===== config.mk =====
export PLATFORM = sky130hd
export DESIGN_NAME = note_dispatcher
export DESIGN_NICKNAME = d
export VERILOG_FILES = /design/src/rtl/synth_pkg.sv /design/src/rtl/note_dispatcher_free_voice_picker.sv /design/src/rtl/note_dispatcher.sv
export SDC_FILE = /design/constraint.sdc
export NUM_CORES = 1
export LEC_CHECK = 0
export BUFFER_PORTS_ARGS = -buffer_cell sky130_fd_sc_hd__buf_4
export CORE_MARGIN = 2
export CORE_UTILIZATION = 51
export CTS_CLUSTER_DIAMETER = 60
export DETAILED_ROUTE_END_ITERATION = 12
export MAX_ROUTING_LAYER = met4
export PLACE_DENSITY_LB_ADDON = 0.05
export SYNTH_ARGS = -nofsm -noshare
export SYNTH_HDL_FRONTEND = slang
export SYNTH_SLANG_ARGS = --single-unit

===== constraint.sdc =====
create_clock -name clk -period 1.5 [get_ports clk]
set_input_delay 0.15 -clock clk [delete_from_list [all_inputs] [get_ports clk]]
set_output_delay 0.15 -clock clk [all_outputs]
set_load 0.03 [all_outputs]

===== src/rtl/synth_pkg.sv =====
// ---------------------------------------------------------------------------
// synth_pkg
// Shared definitions for the note dispatcher:
//   NOTE_W  - default note code width
//   DUR_W   - default duration width (beats)
//   state_e - dispatcher FSM state encoding (IDLE, FETCH, WAIT)
// ---------------------------------------------------------------------------
package synth_pkg;

  localparam int NOTE_W = 6;
  localparam int DUR_W  = 6;

  typedef enum logic [1:0] {
    IDLE  = 2'd0,
    FETCH = 2'd1,
    WAIT  = 2'd2
  } state_e;

endpackage


===== src/rtl/note_dispatcher_free_voice_picker.sv =====
// ---------------------------------------------------------------------------
// free_voice_picker
// Lowest-index priority encoder over the free voices (~busy_i).
// Ports:
//   busy_i     - per-voice occupancy mask
//   grant_o    - one-hot select of the lowest-index free voice (0 if none)
//   any_free_o - high when at least one voice is free
// ---------------------------------------------------------------------------
module free_voice_picker #(
  parameter int NUM_VOICES = 3
) (
  input  logic [NUM_VOICES-1:0] busy_i,
  output logic [NUM_VOICES-1:0] grant_o,
  output logic                  any_free_o
);

  logic [NUM_VOICES-1:0] free;

  assign free = ~busy_i;

  // x & -x isolates the lowest set bit: the lowest-index free voice.
  assign grant_o    = free & (~free + NUM_VOICES'(1));
  assign any_free_o = |free;

endmodule


===== src/rtl/note_dispatcher.sv =====
// ---------------------------------------------------------------------------
// note_dispatcher
// Pulls song items from a valid/ready stream and hands note items to a pool
// of note players; wait items stall the stream for a number of beats.
// Optional build macro: VOICE_STEAL_EN - when defined, notes are still
// accepted with every voice busy and go to a round-robin steal pointer.
// Ports:
//   clk, reset       - single clock, synchronous active-high reset
//   play_enable      - run (1) / pause (0)
//   beat             - one-cycle beat tick
//   item_*           - song item stream (valid/ready handshake)
//   voice_load       - one-hot one-cycle load pulse per voice
//   voice_note/_duration - shared registered load bus
//   voice_done       - per-voice done level from the players
//   voice_busy       - registered occupancy mask
// ---------------------------------------------------------------------------
module note_dispatcher #(
  parameter int NUM_VOICES = 3,
  parameter int NOTE_W     = synth_pkg::NOTE_W,
  parameter int DUR_W      = synth_pkg::DUR_W
) (
  input  logic                  clk,
  input  logic                  reset,
  input  logic                  play_enable,
  input  logic                  beat,
  input  logic                  item_valid,
  input  logic                  item_is_wait,
  input  logic [NOTE_W-1:0]     item_note,
  input  logic [DUR_W-1:0]      item_duration,
  output logic                  item_ready,
  output logic [NUM_VOICES-1:0] voice_load,
  output logic [NOTE_W-1:0]     voice_note,
  output logic [DUR_W-1:0]      voice_duration,
  input  logic [NUM_VOICES-1:0] voice_done,
  output logic [NUM_VOICES-1:0] voice_busy
);

  import synth_pkg::*;

  state_e                state_q;
  logic [DUR_W-1:0]      cnt_q;
  logic [NUM_VOICES-1:0] load_q, load_d;
  logic [NUM_VOICES-1:0] busy_q, busy_d;
  logic [NUM_VOICES-1:0] done_q;
  logic [NOTE_W-1:0]     note_q;
  logic [DUR_W-1:0]      dur_q;

  logic [NUM_VOICES-1:0] grant;
  logic [NUM_VOICES-1:0] target;
  logic [NUM_VOICES-1:0] done_rise;
  logic                  any_free;
  logic                  slot_avail;
  logic                  accept;
  logic                  note_go;
  logic                  wait_go;

  free_voice_picker #(
    .NUM_VOICES (NUM_VOICES)
  ) u_picker (
    .busy_i     (busy_q),
    .grant_o    (grant),
    .any_free_o (any_free)
  );

`ifdef VOICE_STEAL_EN
  localparam int                PTR_W      = $clog2(NUM_VOICES);
  localparam logic [PTR_W-1:0]  STEAL_LAST = PTR_W'(NUM_VOICES - 1);

  logic [PTR_W-1:0] steal_q;

  // With stealing there is always somewhere to put a note.
  assign slot_avail = 1'b1;
  assign target     = any_free ? grant : (NUM_VOICES'(1) << steal_q);
`else
  assign slot_avail = any_free;
  assign target     = grant;
`endif

  // Gated by reset so the stream is stalled during the reset cycle itself,
  // regardless of the state left over from before reset.
  assign item_ready = ~reset & play_enable & (state_q == FETCH) & slot_avail;

  assign accept    = item_valid & item_ready;
  assign note_go   = accept & ~item_is_wait & (item_duration != '0);
  assign wait_go   = accept & item_is_wait;
  assign done_rise = voice_done & ~done_q;

  // NOTE: every signal written in always_comb gets a value on every path,
  // otherwise synthesis infers a latch.
  always_comb begin
    load_d = '0;
    if (note_go) load_d = target;
    // Set after clear so a load wins over a same-cycle done edge.
    busy_d = (busy_q & ~done_rise) | load_d;
  end

  // NOTE: sequential state is assigned with <= only, so every register in
  // this block samples the pre-edge values of the others.
  always_ff @(posedge clk) begin
    if (reset) begin
      state_q <= IDLE;
      cnt_q   <= '0;
      load_q  <= '0;
      busy_q  <= '0;
      done_q  <= '0;
      note_q  <= '0;
      dur_q   <= '0;
`ifdef VOICE_STEAL_EN
      steal_q <= '0;
`endif
    end else begin
      done_q <= voice_done;
      load_q <= load_d;
      busy_q <= busy_d;

      if (note_go) begin
        note_q <= item_note;
        dur_q  <= item_duration;
      end

`ifdef VOICE_STEAL_EN
      if (note_go && !any_free)
        steal_q <= (steal_q == STEAL_LAST) ? '0 : steal_q + PTR_W'(1);
`endif

      case (state_q)
        IDLE: begin
          if (play_enable) state_q <= FETCH;
        end
        FETCH: begin
          if (wait_go) begin
            cnt_q   <= item_duration;
            state_q <= WAIT;
          end
        end
        WAIT: begin
          // Paused: hold both state and counter.
          if (play_enable) begin
            if (cnt_q == '0)
              state_q <= FETCH;
            else if (beat)
              cnt_q <= cnt_q - DUR_W'(1);
          end
        end
        default: state_q <= IDLE;
      endcase
    end
  end

  assign voice_load     = load_q;
  assign voice_busy     = busy_q;
  assign voice_note     = note_q;
  assign voice_duration = dur_q;

endmodule


# --- Yosys cells after proc, flatten, opt, wreduce, memory -nomap -nowiden ---
# Cells that the tools add are included.
classes:
  n_reduce_logical: 7
  bitwise: 17
  muxes: 11
  add_sub_neg: 2
  eq_ne: 8
op_table:
  columns: ["cell", "count"]
  rows:
  - ["$mux 6", 4]
  - ["$ne 2x2->1 const B", 6]
  - ["$not 3->3", 4]
  - ["$pmux 6 s2", 1]
  - ["$and 3x3->3", 3]
  - ["$mux 2", 4]
  - ["$and 1x1->1", 7]
  - ["$logic_not 6->1", 1]
  - ["$pmux 2 s3", 1]
  - ["$reduce_bool 6->1", 1]
  - ["$sub 6x1->6 const B", 1]
  - ["$reduce_and 5->1", 1]
  - ["$reduce_and 4->1", 1]
  - ["$add 3x1->3 const B", 1]
  - ["$mux 3", 1]
  - ["$or 3x3->3", 1]
  - ["$reduce_or 3->1", 1]
  - ["$eq 2x1->1 const B", 1]
  - ["$eq 2x2->1 const B", 1]
  - ["$logic_not 2->1", 1]
  - ["$not 1->1", 2]
  - ["$reduce_bool 2->1", 1]
totals:
  reg_bits: 29
  output_inout_bits: 19
  wordCells: 52
  inputBits: 21

# --- Depth between registers and ports, before layout ---
logic_depth:
  ltp_word: 9
  ltp_mapped: 7
  ltp_nobuf: 6

# --- Cells and area by module ---
# Synthesis repeated with hierarchy kept, for this count alone.
unflattened:
  cells_unflattened: 162
  hier_area_um2: 1325.0
by_module_without_submodules:
  columns: ["module", "area_each_um2", "seq_area_each_um2", "instances", "cells_per_inst"]
  rows:
  - ["note_dispatcher", 1297.5, 580.6, 1, 158]
  - ["free_voice_picker", 27.5, 0.0, 1, 4]

# --- Least setup slack after synthesis ---
# OpenSTA, ideal clock, no wires.
synth_path:
  kind: "reg2reg"
  startpoint: "register busy_q[0], in the netlist voice_busy[0]"
  endpoint: "register busy_q[2], in the netlist voice_busy[2]"
  setup_ps: 115
  arrival_time_ps: 1541
  path_stages_with_launch: 6
  setup_slack_ps: -156
  required_time_ps: 1385
  period_less_slack_ps: 1656
  path_buffers: 1
  path_cell_list: "dfxtp_1 nand3_1 and3_1 buf_6 and4_4 a31o_1"
synth_via:
  elab_chain_len: 8
  elab_cells_between_ends: 11
  cone_classes: "add/sub (1); mux (1); bitwise (8); reduce/logical (1)"
synth_rtl:
  columns: ["element", "line_no", "source"]
  rows:
  - ["from (decl)", "note_dispatcher.sv:43", "logic [NUM_VOICES-1:0] busy_q, busy_d;"]
  - ["from (signal assigned)", "note_dispatcher.sv:114", "busy_q <= busy_d;"]
  - ["$not 3->3 (*)", "note_dispatcher_free_voice_picker.sv:19", "assign free = ~busy_i;"]
  - ["$reduce_or 3->1", "note_dispatcher_free_voice_picker.sv:23", "assign any_free_o = |free;"]
  - ["$and 1x1->1", "note_dispatcher.sv:81", "assign item_ready = ~reset & play_enable & (state_q == FETCH) & slot_avail;"]
  - ["$and 1x1->1", "note_dispatcher.sv:83", "assign accept = item_valid & item_ready;"]
  - ["$and 1x1->1 (2 in series)", "note_dispatcher.sv:84", "assign note_go = accept & ~item_is_wait & (item_duration != '0);"]
  - ["$mux 3 (*)", "note_dispatcher.sv:92", "if (note_go) load_d = target;"]
  - ["$or 3x3->3 (*)", "note_dispatcher.sv:94", "busy_d = (busy_q & ~done_rise) | load_d;"]
# Every way passes the cells marked *; elsewhere a longest branch is shown, timed or not.
# A chain may end at the register's enable or synchronous reset.

# --- Worst setup path after layout ---
layout_path:
  startpoint: "register cnt_q[0]"
  endpoint: "register cnt_q[1]"
layout_via:
  elab_chain_len: 5
  elab_cells_between_ends: 8
  cone_classes: "add/sub (1); eq/ne (1); mux (4); reduce/logical (2)"
layout_rtl:
  columns: ["element", "line_no", "source"]
  rows:
  - ["from (decl)", "note_dispatcher.sv:41", "logic [DUR_W-1:0] cnt_q;"]
  - ["from (signal assigned)", "note_dispatcher.sv:132", "cnt_q <= item_duration;"]
  - ["from (signal assigned)", "note_dispatcher.sv:142", "cnt_q <= cnt_q - DUR_W'(1);"]
  - ["$sub 6x1->6", "note_dispatcher.sv:142", null]
  - ["$mux 6", "note_dispatcher.sv:141", "else if (beat)"]
  - ["$mux 6", "note_dispatcher.sv:139", "if (cnt_q == '0)"]
  - ["$mux 6", "note_dispatcher.sv:138", "if (play_enable) begin"]
  - ["$pmux 6 s2", "note_dispatcher.sv:126", "case (state_q)"]
# Parallel ways exist; a longest one is shown, timed or not. The select of a mux whose other input is x is not followed.

==> run summary <==
The flow ran to the end, and the final reports show no timing, DRC or antenna violations. The via count of the routed design is 1,396. The clock sink count is 29. In this run the cell area measured after placement is 1827 sq um. The total I/O pin count is 40. The maximum number of pins on one net before global-route repair came out at 28. The origin of the worst min-delay path is voice_done[1]. The worst setup path is launched from a flop. Based on the critical path, the design can be clocked at up to between 600 and 700 MHz.

The area inside the core boundary came out at between 2000 and 3000 sq um. The setup slack of the worst register-to-register path is ~12 ps. The final net count is 237. The final-report hold violation count is 0. In this run the tool buffered the top-level ports with 39 buffer cells. Power spread over the standard cell area amounts to 743.7 nW/um^2. The residual antenna-violating net count after detailed routing is 0.

The initial core utilization is 52.95%. The most area-hungry cell type in the Yosys netlist is sky130_fd_sc_hd__dfxtp_1. The mean routed wirelength per cell came out at 14.86 um. The sequential fraction of the synthesis area came out at 40.45%. The worst setup path is of the reg -> reg kind. The number of detailed-routing iterations run before antenna repair is 4. The count of warnings emitted by yosys came out at 0. The average instance in the mapped netlist occupies 9.259 sq um. Of the available clock period, the critical path in the final layout requires 99.21%. In this run the critical register-to-register path is launched from cnt_q[0]. The CTS H-tree depth came out at 2. The fraction of synthesis flops using an asynchronous set or reset pin came out at 0%. At the pin with the least slew margin, the transition time is approximately 460 ps. The maximum resistive drop on vdd came out at 795.0 uV. After synthesis, the largest area contributor takes up 40.45% of total cell area. The number of max-cap violations came out at 0. The final weighted congestion in routability-driven placement came out at 0.8712. The kind of end point of the critical path is a flop.

Counting flops with a built-in enable in the synthesized netlist gives 0. The total clock buffers created by CTS is 5. After detailed routing, the number of remaining DRC violations is 0. The commonest cells after synthesis are sky130_fd_sc_hd__dfxtp_1 (29), sky130_fd_sc_hd__a21oi_1 (11), sky130_fd_sc_hd__nand2_1 (11). The area of all placed cells without fillers is 1999 sq um. For this design the static power due to leakage is between 0.7 and 0.8 nW. Among all flip-flop cells after synthesis, the most frequent one is sky130_fd_sc_hd__dfxtp_1. At the placement stage, the worst setup path has a slack of -15.49 ps. By instance count, the leading cell after synthesis is sky130_fd_sc_hd__dfxtp_1. Clock-pin slew was measured on the worst setup and hold paths at approximately 100 ps. Of all nets on the critical path, the largest fanout is 7. The number of placed instances, taps included, is 231. The distinct cell type count of the synthesized netlist is 41. The global-route wire length before repair is 5727 um. The final clock skew is 7.481 ps. In this run the clock root is driven by a sky130_fd_sc_hd__clkbuf_4. The number of endpoints failing setup at the final stage is 0.

The detailed placement HPWL is 2525 um. No sink is reached through more buffers than the 2 on the longest clock path. The clock latency on the worst-skew pair came out at 340 ps. The number of instances in the synthesized netlist came out at 155. In this run the worst setup path begins at cnt_q[0]. Setup repair after global routing could not meet its margin everywhere.

The count of final max-slew check failures came out at 0. The layout overhead on the synthesized area is 39.32%. The initial antenna violation count came to 0. The total nets after synthesis came out at 178. The initial detailed-routing violation count is 69. TritonCTS built the clock tree. The row count came out at 19.

The post-route netlist has approximately 50% of its cells at a drive strength greater than 1. The post-detailed-routing wire length is 3656 um. The worst pin sits at a relative slew slack of 69.29%.

The tightest min-delay check is of the in -> reg type. By area the synthesized netlist is led by sky130_fd_sc_hd__dfxtp_1 (40%), sky130_fd_sc_hd__nand3_2 (6.3%), sky130_fd_sc_hd__a21oi_2 (5.5%), sky130_fd_sc_hd__a21oi_1 (3.8%), sky130_fd_sc_hd__o32ai_2 (3.4%). The critical path data arrival time is 1760 ps. The total power consumption of the routed design is 1.487 mW. The floorplan die height came out at 57.05 um. Across every metal layer, demand over resource in global routing totals 23.63%.

After global routing the overflow that remains totals 0. The die span in x is 57.05 um. The data required time at the worst endpoint is approximately 1800 ps. The flip-flop and latch count after synthesis is 29.

The cell area after synthesis is around 1400 sq um. After the flow finishes, the layout carries non-filler instances totaling roughly 250. The clock period minus worst slack is 1488 ps. The repair_antennas step left the layout with diodes totalling 0. The total die area is 3254 sq um. The number of global-route vias before repair came out at 1,274. The worst setup slack after layout came out at 11.91 ps. The number of vias per cell after detailed routing came out at between 5 and 6.
-- stage by stage --
stage / hold slack, ps / utilization (%) / TNS (ps)
after floorplan: 260.5 / - / 0
after global placement: 351.7 / 67.41 / 0
after detailed placement: 371.1 / 67.41 / -37.77
after CTS: 10.75 / 70.27 / 0
after global routing: 27.28 / 73.78 / -330.5
final: 29.49 / 73.78 / 0
-- flip-flops by register name (all words and copies together) (netlist names) --
register / count
state_q: 2
voice_note: 6
voice_busy: 3
voice_duration: 6
done_q: 3
cnt_q: 6
voice_load: 3
-- logic make-up (layout without fill, tap and decap cells) --
logic type / after synthesis / after routing / synth area share [%]
AND/OR/NAND/NOR: 59 / 59 / 25.54
buffers and inverters: 14 / 74 / 6.103
adder cells (fa/ha/maj): 2 / 2 / 1.743
AO/OA/AOI/OAI: 51 / 51 / 26.16
flip-flops: 29 / 29 / 40.45
-- final cells by class --
type | count | area, sq um
repair buffers | 61 | 489.2
inverters | 5 | 18.77
fillers | 204 | 710.7
flip-flops and latches | 29 | 591.8
multi-input cells | 112 | 805.8
clock inverters | 3 | 17.52
clock buffers | 5 | 37.54
well taps | 31 | 38.79
-- routing by layer --
metal  wire (um)  track usage, %  part of all wire (%)  vias to the layer above
met5           0               -                     0                        -
met4          40           10.30                   1.1                        0
met3         284           8.163                   7.8                        5
met2        1819           35.47                    50                       58
met1        1512           28.75                    41                      650
li1            -               -                     -                      683
-- power by group --
| group | switching [mW] | internal (mW) |
|---|---|---|
| combinational | 0.121 | 0.105 |
| sequential | 0.00735 | 0.784 |
| clock | 0.294 | 0.176 |
| total | 0.422 | 1.07 |
-- layout by cell type, fill, tap and decap left out, types with 4 or more instances in the layout --
cell / Yosys / layout
sky130_fd_sc_hd__a21oi_1: 11 / 11
sky130_fd_sc_hd__a21oi_2: 9 / 9
sky130_fd_sc_hd__buf_4: 0 / 57
sky130_fd_sc_hd__clkbuf_4: 0 / 5
sky130_fd_sc_hd__dfxtp_1: 29 / 22
sky130_fd_sc_hd__dfxtp_2: 0 / 6
sky130_fd_sc_hd__inv_1: 5 / 5
sky130_fd_sc_hd__nand2_1: 11 / 11
sky130_fd_sc_hd__nand3_1: 9 / 8
sky130_fd_sc_hd__nand3_2: 9 / 10
sky130_fd_sc_hd__nor2_1: 10 / 10
sky130_fd_sc_hd__nor2b_1: 4 / 4
sky130_fd_sc_hd__o21ai_1: 8 / 10
-- final timing paths --
kind | endpoint | depth (start not counted)
setup / recovery | cnt_q[1] | 5
hold / removal | done_q[1] | 2
setup reg to reg | cnt_q[1] | 5
hold reg to reg | voice_busy[0] | 2
-- timing repair --
action                                 CTS  global route
resized for setup                        3            12
pin swaps                                1             2
setup endpoints to repair                4            12
hold buffers                             1             0
endpoints found under the hold margin    1             0
buffers inserted                         0             6
-- critical path: stages, from the launching register on --
cell,delay (ps)
sky130_fd_sc_hd__dfxtp_2,350
sky130_fd_sc_hd__inv_1,100
sky130_fd_sc_hd__ha_4,190
sky130_fd_sc_hd__a211o_4,350
sky130_fd_sc_hd__a221o_1,300
sky130_fd_sc_hd__a21oi_1,130
No activity file was read; power rests on OpenSTA's default activity.
